--- config.mk ---
export PLATFORM = sky130hd
export DESIGN_NAME = varint_field_sched
export DESIGN_NICKNAME = d
export VERILOG_FILES = /design/src/rtl/varint_field_sched.sv
export SDC_FILE = /design/constraint.sdc
export NUM_CORES = 1
export LEC_CHECK = 0
export BUFFER_PORTS_ARGS = -buffer_cell sky130_fd_sc_hd__buf_4
export CORE_UTILIZATION = 63
export CTS_BUF_LIST = sky130_fd_sc_hd__clkbuf_8
export DETAILED_ROUTE_END_ITERATION = 10
export GPL_TIMING_DRIVEN = 0
export PLACE_DENSITY = 0.84
export SYNTH_ARGS = -nofsm -noshare
export SYNTH_HDL_FRONTEND = slang
export SYNTH_SLANG_ARGS = --single-unit
export TNS_END_PERCENT = 10
--- constraint.sdc ---
create_clock -name clk -period 7.6 [get_ports clk]
set_input_delay 1.9 -clock clk [delete_from_list [all_inputs] [get_ports clk]]
set_output_delay 1.9 -clock clk [all_outputs]
set_load 0.05 [all_outputs]
--- src/rtl/varint_field_sched.sv ---
// Protobuf varint field scheduler: queues field descriptors and drives the varint
// serializer twice per field (value, then tag), writing downward from a cursor.
module varint_field_sched #(
  parameter int unsigned FIFO_DEPTH = 4,
  parameter int unsigned CNT_W      = 32
) (
  input  logic             clk,
  input  logic             reset,
  input  logic             cfg_start,
  input  logic [63:0]      cfg_base_addr,
  input  logic             in_valid,
  output logic             in_ready,
  input  logic [28:0]      in_field_num,
  input  logic [4:0]       in_field_type,
  input  logic [63:0]      in_value,
  output logic             ser_en,
  output logic [63:0]      ser_dst_addr,
  output logic [63:0]      ser_value,
  output logic [4:0]       ser_field_type,
  input  logic             ser_done,
  input  logic [3:0]       ser_bytes_written,
  output logic [63:0]      cur_addr,
  output logic [CNT_W-1:0] total_bytes,
  output logic             field_done,
  output logic             err_type,
  output logic             busy
);

  localparam int unsigned PTR_W    = (FIFO_DEPTH > 1) ? $clog2(FIFO_DEPTH) : 1;
  localparam int unsigned FCNT_W   = PTR_W + 1;
  localparam logic [4:0]  TAG_TYPE = 5'd13;

  typedef struct packed {
    logic [28:0] field_num;
    logic [4:0]  field_type;
    logic [63:0] value;
  } desc_t;

  typedef enum logic [2:0] {IDLE, VAL_RUN, VAL_GAP, TAG_RUN, TAG_GAP} state_t;

  desc_t              fifo_mem [FIFO_DEPTH];
  logic [PTR_W-1:0]   wr_ptr;
  logic [PTR_W-1:0]   rd_ptr;
  logic [FCNT_W-1:0]  fifo_cnt;
  logic [FCNT_W-1:0]  fifo_cnt_d;
  desc_t              head;
  logic [28:0]        cur_field_num;
  state_t             state;
  state_t             state_d;
  logic               push;
  logic               pop;
  logic               load_val;
  logic               load_tag;
  logic               advance;
  logic               err_d;
  logic               done_d;
  logic               cfg_ok;

  function automatic logic legal_type(input logic [4:0] t);
    case (t)
      5'd3, 5'd4, 5'd5, 5'd8, 5'd13, 5'd14, 5'd17, 5'd18: legal_type = 1'b1;
      default:                                          legal_type = 1'b0;
    endcase
  endfunction

  assign head       = fifo_mem[rd_ptr];
  assign push       = in_valid & in_ready;
  assign cfg_ok     = cfg_start & ~busy;
  assign fifo_cnt_d = fifo_cnt + FCNT_W'(push) - FCNT_W'(pop);

  // Next-state and per-cycle control decode
  always_comb begin
    state_d  = state;
    pop      = 1'b0;
    load_val = 1'b0;
    load_tag = 1'b0;
    advance  = 1'b0;
    err_d    = 1'b0;
    done_d   = 1'b0;
    case (state)
      IDLE: begin
        if (fifo_cnt != '0) begin
          pop = 1'b1;
          if (legal_type(head.field_type)) begin
            load_val = 1'b1;
            state_d  = VAL_RUN;
          end else begin
            err_d = 1'b1;
          end
        end
      end
      VAL_RUN: begin
        if (ser_done) begin
          advance = 1'b1;
          state_d = VAL_GAP;
        end
      end
      VAL_GAP: begin
        load_tag = 1'b1;
        state_d  = TAG_RUN;
      end
      TAG_RUN: begin
        if (ser_done) begin
          advance = 1'b1;
          done_d  = 1'b1;
          state_d = TAG_GAP;
        end
      end
      TAG_GAP: state_d = IDLE;
      default: state_d = IDLE;
    endcase
  end

  always_ff @(posedge clk) begin
    if (reset) state <= IDLE;
    else       state <= state_d;
  end

  // Descriptor storage needs no reset; occupancy is tracked by the pointers
  always_ff @(posedge clk) begin
    if (push) fifo_mem[wr_ptr] <= '{field_num: in_field_num, field_type: in_field_type, value: in_value};
  end

  always_ff @(posedge clk) begin
    if (reset) begin
      wr_ptr         <= '0;
      rd_ptr         <= '0;
      fifo_cnt       <= '0;
      in_ready       <= 1'b0;
      busy           <= 1'b0;
      err_type       <= 1'b0;
      field_done     <= 1'b0;
      cur_field_num  <= '0;
      ser_en         <= 1'b0;
      ser_dst_addr   <= '0;
      ser_value      <= '0;
      ser_field_type <= '0;
      cur_addr       <= '0;
      total_bytes    <= '0;
    end else begin
      if (push) wr_ptr <= wr_ptr + PTR_W'(1);
      if (pop)  rd_ptr <= rd_ptr + PTR_W'(1);
      fifo_cnt   <= fifo_cnt_d;
      in_ready   <= (fifo_cnt_d != FCNT_W'(FIFO_DEPTH));
      busy       <= (fifo_cnt_d != '0) || (state_d != IDLE);
      err_type   <= err_d;
      field_done <= done_d;
      if (load_val) begin
        cur_field_num  <= head.field_num;
        ser_en         <= 1'b1;
        ser_dst_addr   <= cur_addr;
        ser_value      <= head.value;
        ser_field_type <= head.field_type;
      end
      // Tag is protobuf wire type 0 with the field number above it
      if (load_tag) begin
        ser_en         <= 1'b1;
        ser_dst_addr   <= cur_addr;
        ser_value      <= {32'b0, cur_field_num, 3'b000};
        ser_field_type <= TAG_TYPE;
      end
      if (advance) begin
        ser_en      <= 1'b0;
        cur_addr    <= cur_addr - 64'(ser_bytes_written);
        total_bytes <= total_bytes + CNT_W'(ser_bytes_written);
      end
      if (cfg_ok) begin
        cur_addr    <= cfg_base_addr;
        total_bytes <= '0;
      end
    end
  end

endmodule

[Word level (Yosys, flattened, before mapping)]
Memory sizes are Yosys's and may differ from the RTL's. A register that Yosys moved wholly into a read port is not among the register bits.
Cells that the tools add are included.
Operators by class
  $add $sub $neg: 6
  equal/unequal tests: 4
  muxes and demuxes: 30
  bitwise gates (word level): 6
  reduce and logical (&&, ||, !) cells: 13
Operators by type and width (count)
  64-bit two-way mux: 4
  32-bit two-way mux: 2
  64-bit by 4-bit subtractor with 64-bit output: 1
  32-bit by 4-bit adder with 32-bit output: 1
  1-bit two-way mux: 15
  3-bit two-way mux: 4
  3-bit one-hot mux with 4 select lines: 1
  2-bit OR reduction: 5
  3-bit nonzero test: 3
  4-bit two-way mux: 2
  3-bit by 2-bit equality test with 1-bit output, second input constant: 2
  2-bit by 1-bit adder with 2-bit output, second input constant: 2
  2-bit two-way mux: 2
  1-bit NOT: 4
  2-bit nonzero test: 2
  3-bit by 1-bit adder with 3-bit output: 1
  3-bit by 1-bit equality test with 1-bit output, second input constant: 1
  3-bit logical NOT: 1
  3-bit inequality test, second input constant: 1
  3-bit OR reduction: 1
  3-bit by 1-bit subtractor with 3-bit output: 1
  1-bit bitwise AND: 2
  1-bit logical OR: 1
Word-level totals
  register bits: 273
  bits in writable memories: 392
  bits in read-only memories: 32
  input bits: 171
  output and inout bits: 234
  word-level logic and storage cells: 78
  memories: 2
Memories
  fifo_mem: words 4, width 98, read ports 1, clocked after memory_dff 1, wr ports 1, RTL line 41  | desc_t fifo_mem [FIFO_DEPTH];
  (name not given): words 32, width 1, read ports 1, clocked after memory_dff 0, wr ports 0, RTL line 60  | case (t)

[Longest topological paths before layout]
  depth after elaboration: 8
  depth in mapped cells: 14
  mapped depth without buffers: 11

[Worst setup path after synthesis]
No wires, ideal clock.
  path kind: input-to-reg
  start point: input port in_valid
  end point: memory fifo_mem[0][0] (netlist name), enable pin
  library setup time: 468 ps
  arrival time: 4221 ps
  required time: 7132 ps
  slack: 2911 ps
  stages on the path: 1
  buffers on the path: 0
  cell sequence: and3_1
Between the ends
  word-level cells in the longest chain between the ends: 3
RTL lines
  from (decl): RTL line 11  | input logic in_valid,
  1-bit bitwise AND: RTL line 67  | assign push = in_valid & in_ready;
  1-bit two-way mux: RTL line 121  | if (push) fifo_mem[wr_ptr] <= '{field_num: in_field_num, field_type: in_field_type, value: in_value};
  1-bit two-way mux (not written as such): RTL line 121
  to (decl): RTL line 41
Every way passes these cells.

==> results.tsv <==
metric	value	unit
synth unique cells	69	
total grt overflow	0	
vias per inst	6.12	
Area Overhead vs Synth	22.7	%
clock root buffer	clkbuf_8	
mapped cell area	25900	um^2
Slowest cell on crit path	buf_1	
die outline height	205	um
period utilization	57.8	%
post-synthesis sequential area ratio	66.8	%
worst-path fanout max	10	
Pwr Total	0.0122	W
Fmax	228	MHz
Ports	405	
Slew Limit Fails	0	
flops & latches, synth	667	
reg2reg setup slack	3.21	ns
clock skew	0.0315	ns
MaxCap Viol Count	0	
FF-to-FF path depth	14	
synthesized area per cell	13.3	um^2
Worst setup SP type	flip-flop	
FP Rows	73	
vias in the first global route	18800	
Setup-failing EPs final	0	
Placer Congestion	0.920	
final hold violations	0	
layer with the highest usage	met2	
CTS Hold Buffers Added	0	
Num CTS Buffers	101	
Post-DP Area	29700	um^2
antenna violations before repair	8	
peak supply drop	0.255	mV
core footprint	40100	um^2
final WL	74800	um
worst hold stages	2	
DR iter-0 viols	2088	
CTS resizes	0	
Post-DRT Antenna Nets	0	
GRT Overall Usage	35.6	%
WL per Instance	24.3	um
worst-skew pair later-pin latency	0.71	ns
design area	31700	um^2
WS Path Type	flip-flop to flip-flop	
leak pwr	11.4	nW
cell family contributing the most delay on the critical path	buffers and inverters	
Required @ worst endpoint	8.21	ns
top_reg_cell synth	edfxtp_1	
drt drc	0	
Mapped Cells	1952	
CTS tree	built	
Total Nets Final	2652	
crit path buf inv count	7	
Max Root-Sink Buffers	3	
clock-pin slew on the worst setup and hold paths	0.06	ns
Ys Warns	0	
RSZ-0062 raised after global routing	no	
global-route wire length before repair	111000	um
largest area contributor in the synthesized netlist	edfxtp_1	
met3 Use GR	9.55	%
Slew HR	24.1	%
critical path depth	14	
hpwl dp	49800	um
Setup TNS	0	ns
postcts setup bufs	0	
synth cell count leaders	edfxtp_1, nand2_1, dfxtp_1, a21oi_1, mux4_2	
EDFF count, synth	392	
Initial Utilization	64.5	%
worst slew pin tran	1.14	ns
grt met1 use	42.8	%
fin crit period	4.39	ns
status	finished, final reports clean	
share of the synthesized area in the top cell type	45.5	%
WP data arrival	5.00	ns
Hold WS	0.449	ns
CP max stage delay	0.70	ns
GR Util met2	60.3	%
Hold Crit Class	flip-flop to flip-flop	
top-count cell post-synth	edfxtp_1	
clk sinks	667	
CP endpoint	cur_field_num[28]	
share of cells above drive strength 1	28.1	%
Seq. cell area	17300	um^2
worst path cell trace	buf_2, buf_1, mux4_2, inv_1, ha_1, inv_1, nor4b_2, a21o_1, o21a_1, clkbuf_1, buf_2, buf_2, nand2_1, a21oi_1	
routed vias	18800	
fill count	2265	
RR Endpoint	cur_field_num[28]	
ranking of synthesized cells by area	edfxtp_1, dfxtp_1, mux4_2	
Die ar.	41900	um^2
CP Capture Type	flip-flop	
FFs w/ async S/R, synth	0	%
multi-input logic area	8000	um^2
Pwr per Cell Area	385	nW/um^2
Die X	205	um
post-synth net total	2142	
Core Util, Final	79.2	%
CP most frequent cell	buf_2	
PortBufs	403	
total number of H-tree levels	3	
DRT Pass-1 Iters	6	
largest net degree at the start of global routing	60	
[layout make-up]
class | instances | area share (%)
Antenna cell | 6 | 0.0473
Clock buffer | 118 | 5.12
Sequential cell | 667 | 54.4
Buffer | 126 | 1.64
Inverter | 28 | 0.331
Multi-Input combinational cell | 1131 | 25.2
Clock inverter | 68 | 1.29
Tap cell | 525 | 2.07
Timing Repair Buffer | 407 | 9.88
[worst min path at each step]
stage,start,to,slack [ns]
floorplan,cur_field_num[28],cur_field_num[28],0.44
global placement,ser_dst_addr[12],ser_dst_addr[12],0.44
detailed placement,ser_dst_addr[59],ser_dst_addr[59],0.44
CTS,ser_dst_addr[59],ser_dst_addr[59],0.45
global route,ser_dst_addr[56],ser_dst_addr[56],0.46
finish,ser_dst_addr[59],ser_dst_addr[59],0.45
[per-stage QoR]
step           setup slack (ns)  instances
2_1_floorplan              2.91       1952
3_3_place_gp               1.16       2880
3_5_place_dp               3.12       2884
4_1_cts                    3.22       3070
5_1_grt                    2.94       3075
6_report                   3.21       3076
[cells by family (layout without fill, tap and decap cells)]
kind of cell    Yosys count  in the layout  synth area share (%)
compound gates          320            320                  7.52
xor+xnor                 63             63                  2.13
fa+ha+maj                19             19                  1.01
buf+inv                 154            747                  2.42
flops                   667            667                  66.8
mux                     101            101                  8.65
other cells               0              6                     0
simple gates            628            628                  11.5
[worst register-to-register path: cells and delay by family (launching register included)]
kind | cells | cell delay, ns
compound gates | 3 | 0.50
fa+ha+maj | 1 | 0.13
buf+inv | 7 | 2.13
flops | 1 | 0.30
mux | 1 | 0.63
simple gates | 2 | 0.60
[layer usage]
layer	wire, um	share of wire (%)
met1	26900	36
met4	2900	3.9
met3	7550	10
met5	36	0.048
met2	37500	50
[sequential cells by signal, indices dropped and copies added, names as in the netlist, 2 cells and up, named ones only]
signal / flops
ser_field_type: 5
wr_ptr: 2
ser_dst_addr: 64
ser_value: 64
total_bytes: 32
cur_field_num: 29
fifo_mem: 392
cur_addr: 64
state: 3
fifo_cnt: 3
rd_ptr: 2
[cell usage in the layout (no fill, tap or decap), types with 5 or more instances in the layout]
master	synthesis	routed
a21oi_1	175	175
nor2b_1	6	6
or4_1	11	11
buf_2	32	32
buf_1	5	5
nor4_1	16	16
xnor2_1	36	36
a22oi_1	30	30
o211ai_1	5	5
clkbuf_1	88	88
clkbuf_8	0	118
dfxtp_1	275	275
or3_1	21	21
a31oi_1	13	13
a211oi_1	36	36
nor4_2	5	5
nand3_1	28	28
nand2_1	330	330
o31ai_1	5	5
nor3_1	43	43
edfxtp_1	392	392
clkinv_2	0	15
nand4_1	14	14
nor2_1	96	96
clkinv_1	0	12
xor2_1	27	27
and3_1	9	5
inv_1	27	58
and4_1	9	9
a311oi_1	9	9
o21ai_0	20	20
diode_2	0	6
buf_4	0	403
ha_1	16	16
mux4_2	98	98
[power by group]
| part | leakage, nW | internal [W] | total (W) | switching, W |
|---|---|---|---|---|
| Combinational | 4.43 | 0.00143 | 0.00448 | 0.00304 |
| Clock | 1.17 | 0.00153 | 0.00295 | 0.00142 |
| Sequential | 5.79 | 0.00438 | 0.00479 | 0.000409 |
No activity file was read; power rests on OpenSTA's default activity.
